[config.mk]
export PLATFORM = sky130hd
export DESIGN_NAME = cdc_hs_src_ctrl
export DESIGN_NICKNAME = d
export VERILOG_FILES = /design/src/rtl/cdc_hs_src_ctrl.sv
export SDC_FILE = /design/constraint.sdc
export NUM_CORES = 1
export LEC_CHECK = 0
export ABC_AREA = 0
export CAP_MARGIN = 30
export CORE_MARGIN = 2
export CORE_UTILIZATION = 56
export DETAILED_ROUTE_END_ITERATION = 16
export PLACE_DENSITY = 0.87
export SLEW_MARGIN = 40
export SYNTH_ARGS = -nofsm -noshare
export SYNTH_HDL_FRONTEND = slang
export SYNTH_SLANG_ARGS = --single-unit
[constraint.sdc]
create_clock -name clock -period 3.82 [get_ports clock]
set_clock_uncertainty 0.2 [all_clocks]
set_input_delay 0.573 -clock clock [delete_from_list [all_inputs] [get_ports clock]]
set_output_delay 0.573 -clock clock [all_outputs]
set_load 0.02 [all_outputs]
[src/rtl/cdc_hs_src_ctrl.sv]
// Source side of a toggle-handshake event crossing: queues event pulses and launches
// them one at a time by flipping req_tog, waiting for the synchronized ack toggle in between.
module cdc_hs_src_ctrl #(
   parameter int CNT_W   = 4,
   parameter int TIMEOUT = 64,
   parameter int TMR_W   = 8
) (
   input  logic             clock,
   input  logic             arst_n,
   input  logic             evt,
   input  logic             clr_err,
   input  logic             ack_sync,
   output logic             req_tog,
   output logic             busy,
   output logic [CNT_W-1:0] pending,
   output logic             ovf_err,
   output logic             tmo_err
);

   typedef enum logic [1:0] {
      IDLE     = 2'd0,
      WAIT_ACK = 2'd1,
      ERROR    = 2'd2
   } state_t;

   localparam logic [CNT_W-1:0] CNT_MAX  = '1;
   localparam logic [TMR_W-1:0] TMO_LAST = TMR_W'((TIMEOUT == 0) ? 0 : TIMEOUT - 1);
   localparam bit               TMO_EN   = (TIMEOUT != 0);

   state_t           state;
   state_t           state_nxt;
   logic [TMR_W-1:0] timer;
   logic [TMR_W-1:0] timer_nxt;
   logic [CNT_W-1:0] pending_nxt;
   logic             req_nxt;
   logic             ovf_nxt;
   logic             tmo_nxt;
   logic             launch;
   logic             accept;
   logic             ovf_set;
   logic             tmo_set;
   logic             ack_match;

   always_comb begin
      state_nxt   = state;
      timer_nxt   = timer;
      req_nxt     = req_tog;
      launch      = 1'b0;
      tmo_set     = 1'b0;
      ack_match   = (ack_sync == req_tog);

      case (state)
         IDLE: begin
            if (pending != '0) begin
               launch    = 1'b1;
               req_nxt   = ~req_tog;
               timer_nxt = '0;
               state_nxt = WAIT_ACK;
            end
         end
         WAIT_ACK: begin
            // A match arriving on the final timeout cycle takes priority over the error.
            if (ack_match) begin
               state_nxt = IDLE;
            end else begin
               timer_nxt = timer + 1'b1;
               if (TMO_EN && (timer == TMO_LAST)) begin
                  tmo_set   = 1'b1;
                  state_nxt = ERROR;
               end
            end
         end
         ERROR: begin
            if (clr_err && ack_match) begin
               state_nxt = IDLE;
            end
         end
         default: begin
            state_nxt = IDLE;
         end
      endcase

      // A launch frees a slot, so a saturated counter can still take an event on that edge.
      accept  = evt && ((pending != CNT_MAX) || launch);
      ovf_set = evt && !accept;

      pending_nxt = pending;
      if (accept && !launch) begin
         pending_nxt = pending + 1'b1;
      end else if (!accept && launch) begin
         pending_nxt = pending - 1'b1;
      end

      ovf_nxt = ovf_set | (ovf_err & ~clr_err);
      tmo_nxt = tmo_set | (tmo_err & ~clr_err);
   end

   always_ff @(posedge clock) begin
      if (!arst_n) begin
         state   <= IDLE;
         timer   <= '0;
         req_tog <= 1'b0;
         pending <= '0;
         busy    <= 1'b0;
         ovf_err <= 1'b0;
         tmo_err <= 1'b0;
      end else begin
         state   <= state_nxt;
         timer   <= timer_nxt;
         req_tog <= req_nxt;
         pending <= pending_nxt;
         busy    <= (state_nxt != IDLE);
         ovf_err <= ovf_nxt;
         tmo_err <= tmo_nxt;
      end
   end

endmodule

# Word level (Yosys, flattened, before mapping)
# Index checks and enable logic that the tools add are counted.
[totals]
regBits = 18
wordCells = 53
in_bits = 5
out_inout_bits = 8
[op_classes]
reduce_logical = 15
n_mux = 15
eq_ne = 7
n_addsub = 3
n_bitwise = 6
[op_table]
columns = ["op", "count"]
rows = [
  ["8-bit 2-to-1 mux", 2],
  ["8-bit one-hot mux with 2 select lines", 1],
  ["8-bit by 1-bit adder with 8-bit output (second input constant)", 1],
  ["8-bit by 6-bit equality test with 1-bit output (second input constant)", 1],
  ["2-bit 2-to-1 mux", 4],
  ["4-bit 2-to-1 mux", 2],
  ["2-bit one-hot mux with 3 select lines", 1],
  ["2-bit nonzero test", 3],
  ["1-bit logical AND", 5],
  ["1-bit 2-to-1 mux", 5],
  ["4-bit by 1-bit adder with 4-bit output (second input constant)", 1],
  ["2-bit inequality test (second input constant)", 2],
  ["4-bit inequality test (second input constant)", 1],
  ["4-bit nonzero test", 1],
  ["4-bit by 1-bit subtractor with 4-bit output (second input constant)", 1],
  ["3-bit AND reduction", 1],
  ["1-bit AND", 2],
  ["2-bit by 1-bit equality test with 1-bit output (second input constant)", 1],
  ["2-bit equality test (second input constant)", 1],
  ["1-bit logical NOT", 2],
  ["2-bit logical NOT", 1],
  ["1-bit inverter", 2],
  ["1-bit OR", 2],
  ["2-bit AND reduction", 1],
  ["2 further kinds", 2],
]

# Depth between registers and ports, before layout
[logic_depth]
ltp_word = 9
ltp_mapped = 10

# Least setup slack after synthesis
# Ideal clock, no wire load.
[synth_path]
kind = "reg-to-reg"
startpoint = "reg pending[0]"
endpoint = "reg pending[3]"
path_slack_ns = 1.188
setup_ns = 0.072
period_less_slack_ns = 2.632
path_stages_with_launch = 10
t_arrival_ns = 2.360
cell_sequence = "dfxtp_1 > or4_1 > nand2_1 > ha_1 > inv_1 > ha_1 > a21oi_1 > a211oi_1 > a31oi_1 > mux2i_1"
[synth_between]
elab_chain_cells = 8
elab_cells_between_ends = 15
classes_between = "2 x add/sub; 1 x eq/ne; 4 x mux; 8 x reduce/logical"
[synth_rtl]
columns = ["item", "line", "rtl"]
rows = [
  ["from (decl)", "15", "output logic [CNT_W-1:0] pending,"],
  ["from (signal assigned)", "111", "pending <= pending_nxt;"],
  ["4-bit nonzero test", "54", "if (pending != '0) begin"],
  ["1-bit 2-to-1 mux", "54", ""],
  ["1-bit 2-to-1 mux", "52", "case (state)"],
  ["1-bit logical OR", "84", "accept = evt && ((pending != CNT_MAX) || launch);"],
  ["1-bit logical AND", "84", ""],
  ["1-bit logical NOT", "90", "end else if (!accept && launch) begin"],
  ["1-bit logical AND", "90", ""],
  ["2-bit nonzero test (no line)", "n/a", ""],
]
# Parallel ways exist; a longest one is shown, timed or not. The select of a mux whose other input is x is not followed.
# A chain may end at the register's enable or synchronous reset.

# Worst setup path after layout
# Ends and elaborated chain as after synthesis.

==> metrics.md <==
| Metric | Value |
|---|---|
| Status | complete, no violations |
| Gate Count Post-Synth | 100 |
| Die area | 2004 um^2 |
| Hold_buf cts | 0 |
| Post-CTS Setup Bufs | 0 |
| # setup viols final | 0 |
| CTS tree | yes |
| Mapped cell area | 930.9 um^2 |
| Placement Rows | 14 |
| Routed Wire Length | 1.946 mm |
| Critical Path Start Type | flip-flop |
| Crit path required time | 3.86 ns |
| Sum Neg Setup Slack | 0 ns |
| Hold Slack | 0.3136 ns |
| Crit path max fanout | 6 |
| Sink Count | 18 |
| Area Overhead vs Synth | 18.14% |
| Fmax achieved | 351.7 MHz |
| Crit path time final | 2.843 ns |
| Die Wd | 44.77 um |
| Root buffer cell | clkbuf_4 |
| Post-route DRC | 0 |
| RSZ-0062 raised after global routing | false |
| P_leak | 0.3857 nW |
| Layout Cells excl Fill | 130 |
| Final Cycle Share | 74.43% |
| Place WS | 1.002 ns |
| Largest net degree at the start of global routing | 15 |
| Vias in the first global route | 754 |
| Critical Path AT | 2.89 ns |
| R2r setup slk | 0.98 ns |
| Drt pass-1 iters | 4 |
| Maximum VDD drop | 0.4895 mV |
| Nets | 125 |
| Iter 0 DRT Violations | 7 |
| Power Density | 705.5 nW/um^2 |
| Slew Viols, Final | 0 |
| Most common cell after layout, fill and taps aside | dfxtp_1 |
| First-pass GRT wire length | 3.312 mm |
| H-Tree Depth | 1 |
| FF+latch count, synth | 18 |
| HP Start | timer[5] |
| Num CTS Buffers | 3 |
| Placed instance area | 1064 um^2 |
| Remaining antenna violation count | 0 |
| Share of layout cells above drive strength 1 | 8.772% |
| DIE HEIGHT | 44.77 um |
| Clock Tree Buf Depth | 2 |
| Register area share after synthesis | 38.71% |
| Synth Area per Inst | 9.309 um^2 |
| Post-route cell area | 1100 um^2 |
| Slew HR | 70.05% |
| GPL Wtd Cong | 0.8061 |
| Number of vias per cell | 5.777 |
| Hold Vio Cnt, Final | 0 |
| Max-Cap Viols | 0 |
| Total power | 0.7759 mW |
| Routed vias | 751 |
| Final core occ | 72.17% |
| Core area | 1524 um^2 |
| All-Layer GR Usage | 23.81% |
| Worst skew pair latency | 0.30 ns |
| Final worst setup slack | 0.9769 ns |
| Most frequent cells in the layout | dfxtp_1, clkdlybuf4s50_1, a21oi_1 |
| Starting Density | 61.08% |
| Worst-Margin Slew | 0.4471 ns |
| Dpl hpwl | 1.431 mm |
| HP Class | reg2reg |
| Crit end category | flip-flop |
| WS Path Type | reg2reg |
| Post-CTS sizing | 0 |
| Fill count | 116 |
| Ys async rst share | 0% |
| Port bufs | 12 |
| Clk slew on worst S/H paths | 0.10 ns |
| Placed Instances | 126 |
| Synth Flop Type | dfxtp_1 |
| RR Startpoint | pending[0] |
| Top-level I/O count | 13 |
| Antenna violations before repair | 0 |
| GR Overflow Total | 0 |
| Net count after synthesis | 110 |
| Worst setup path start | pending[0] |
| Wirelength per Cell | 14.97 um |
| Netlist cell types | 33 |
| Yosys Warn Count | 0 |
| Post-synth EDFFs | 0 |
| N_diodes | 0 |
cells by family (layout without fill, tap and decap cells):
| group | Yosys count | in the layout | synth area share [%] |
|---|---|---|---|
| AO/OA/AOI/OAI | 21 | 21 | 15.73 |
| AND/OR/NAND/NOR | 44 | 44 | 27.82 |
| flip-flops | 18 | 18 | 38.71 |
| buffers and inverters | 4 | 18 | 1.614 |
| adder cells (fa/ha/maj) | 5 | 5 | 7.527 |
| XOR/XNOR | 6 | 6 | 6.452 |
| multiplexers | 2 | 2 | 2.151 |
final cells by class:
class                      count  area (um^2)  share of cell area [%]
sequential                    18        360.3                   32.76
tap                           16        20.02                   1.820
clock buffer                   4        36.28                   3.299
timing repair buffer          12        120.1                   10.92
inverter                       2        7.507                  0.6826
multi-input combinational     78        555.5                   50.51
routing by layer:
metal | routed length, um | vias to the layer above | track usage (%)
met5 | 0 | - | 0
met2 | 1004 | 16 | 43.19
met4 | 33 | 0 | 8.824
li1 | - | 388 | -
met1 | 822 | 343 | 24.68
met3 | 86 | 4 | 9.200
synth_stat cells (all sizes together) (2+ instances only):
master | n | area [um^2]
o31ai | 3 | 22.52
nand2b | 3 | 18.77
nand2 | 6 | 22.52
ha | 4 | 50.05
inv | 2 | 7.510
a21oi | 9 | 45.04
xnor2 | 6 | 60.06
nor2 | 6 | 25.03
nor2b | 7 | 43.79
dfxtp | 18 | 360.4
clkbuf | 2 | 7.510
nor3b | 2 | 15.01
or3 | 2 | 12.51
o21a | 2 | 15.01
o21ai | 3 | 15.01
mux2i | 2 | 20.02
or4 | 3 | 22.52
and3 | 2 | 12.51
nand4 | 3 | 18.77
nand3 | 2 | 10.01
and2 | 3 | 18.77
critical path, cell delays in order, from the launching register on:
cell      delay [ns]
dfxtp_1         0.39
or4_1           0.62
nand2_1         0.20
ha_1            0.20
inv_1           0.10
ha_1            0.34
a21oi_1         0.25
a211oi_1        0.12
a31oi_1         0.18
mux2i_1         0.19
final timing paths:
kind                end  cells past startpoint
max reg2reg  pending[3]                      9
min            timer[5]                      2
max          pending[3]                      9
min reg2reg    timer[5]                      2
power by group:
group	internal (mW)	switching, mW
combinational	0.181	0.214
sequential	0.221	0.0404
clock	0.0582	0.0611
total	0.460	0.316
state kept, by name (all words and copies together), names as in the netlist:
name,count
req_tog,1
busy,1
state,2
timer,8
ovf_err,1
pending,4
tmo_err,1
Note: power is estimated with default switching activity, not from simulation.
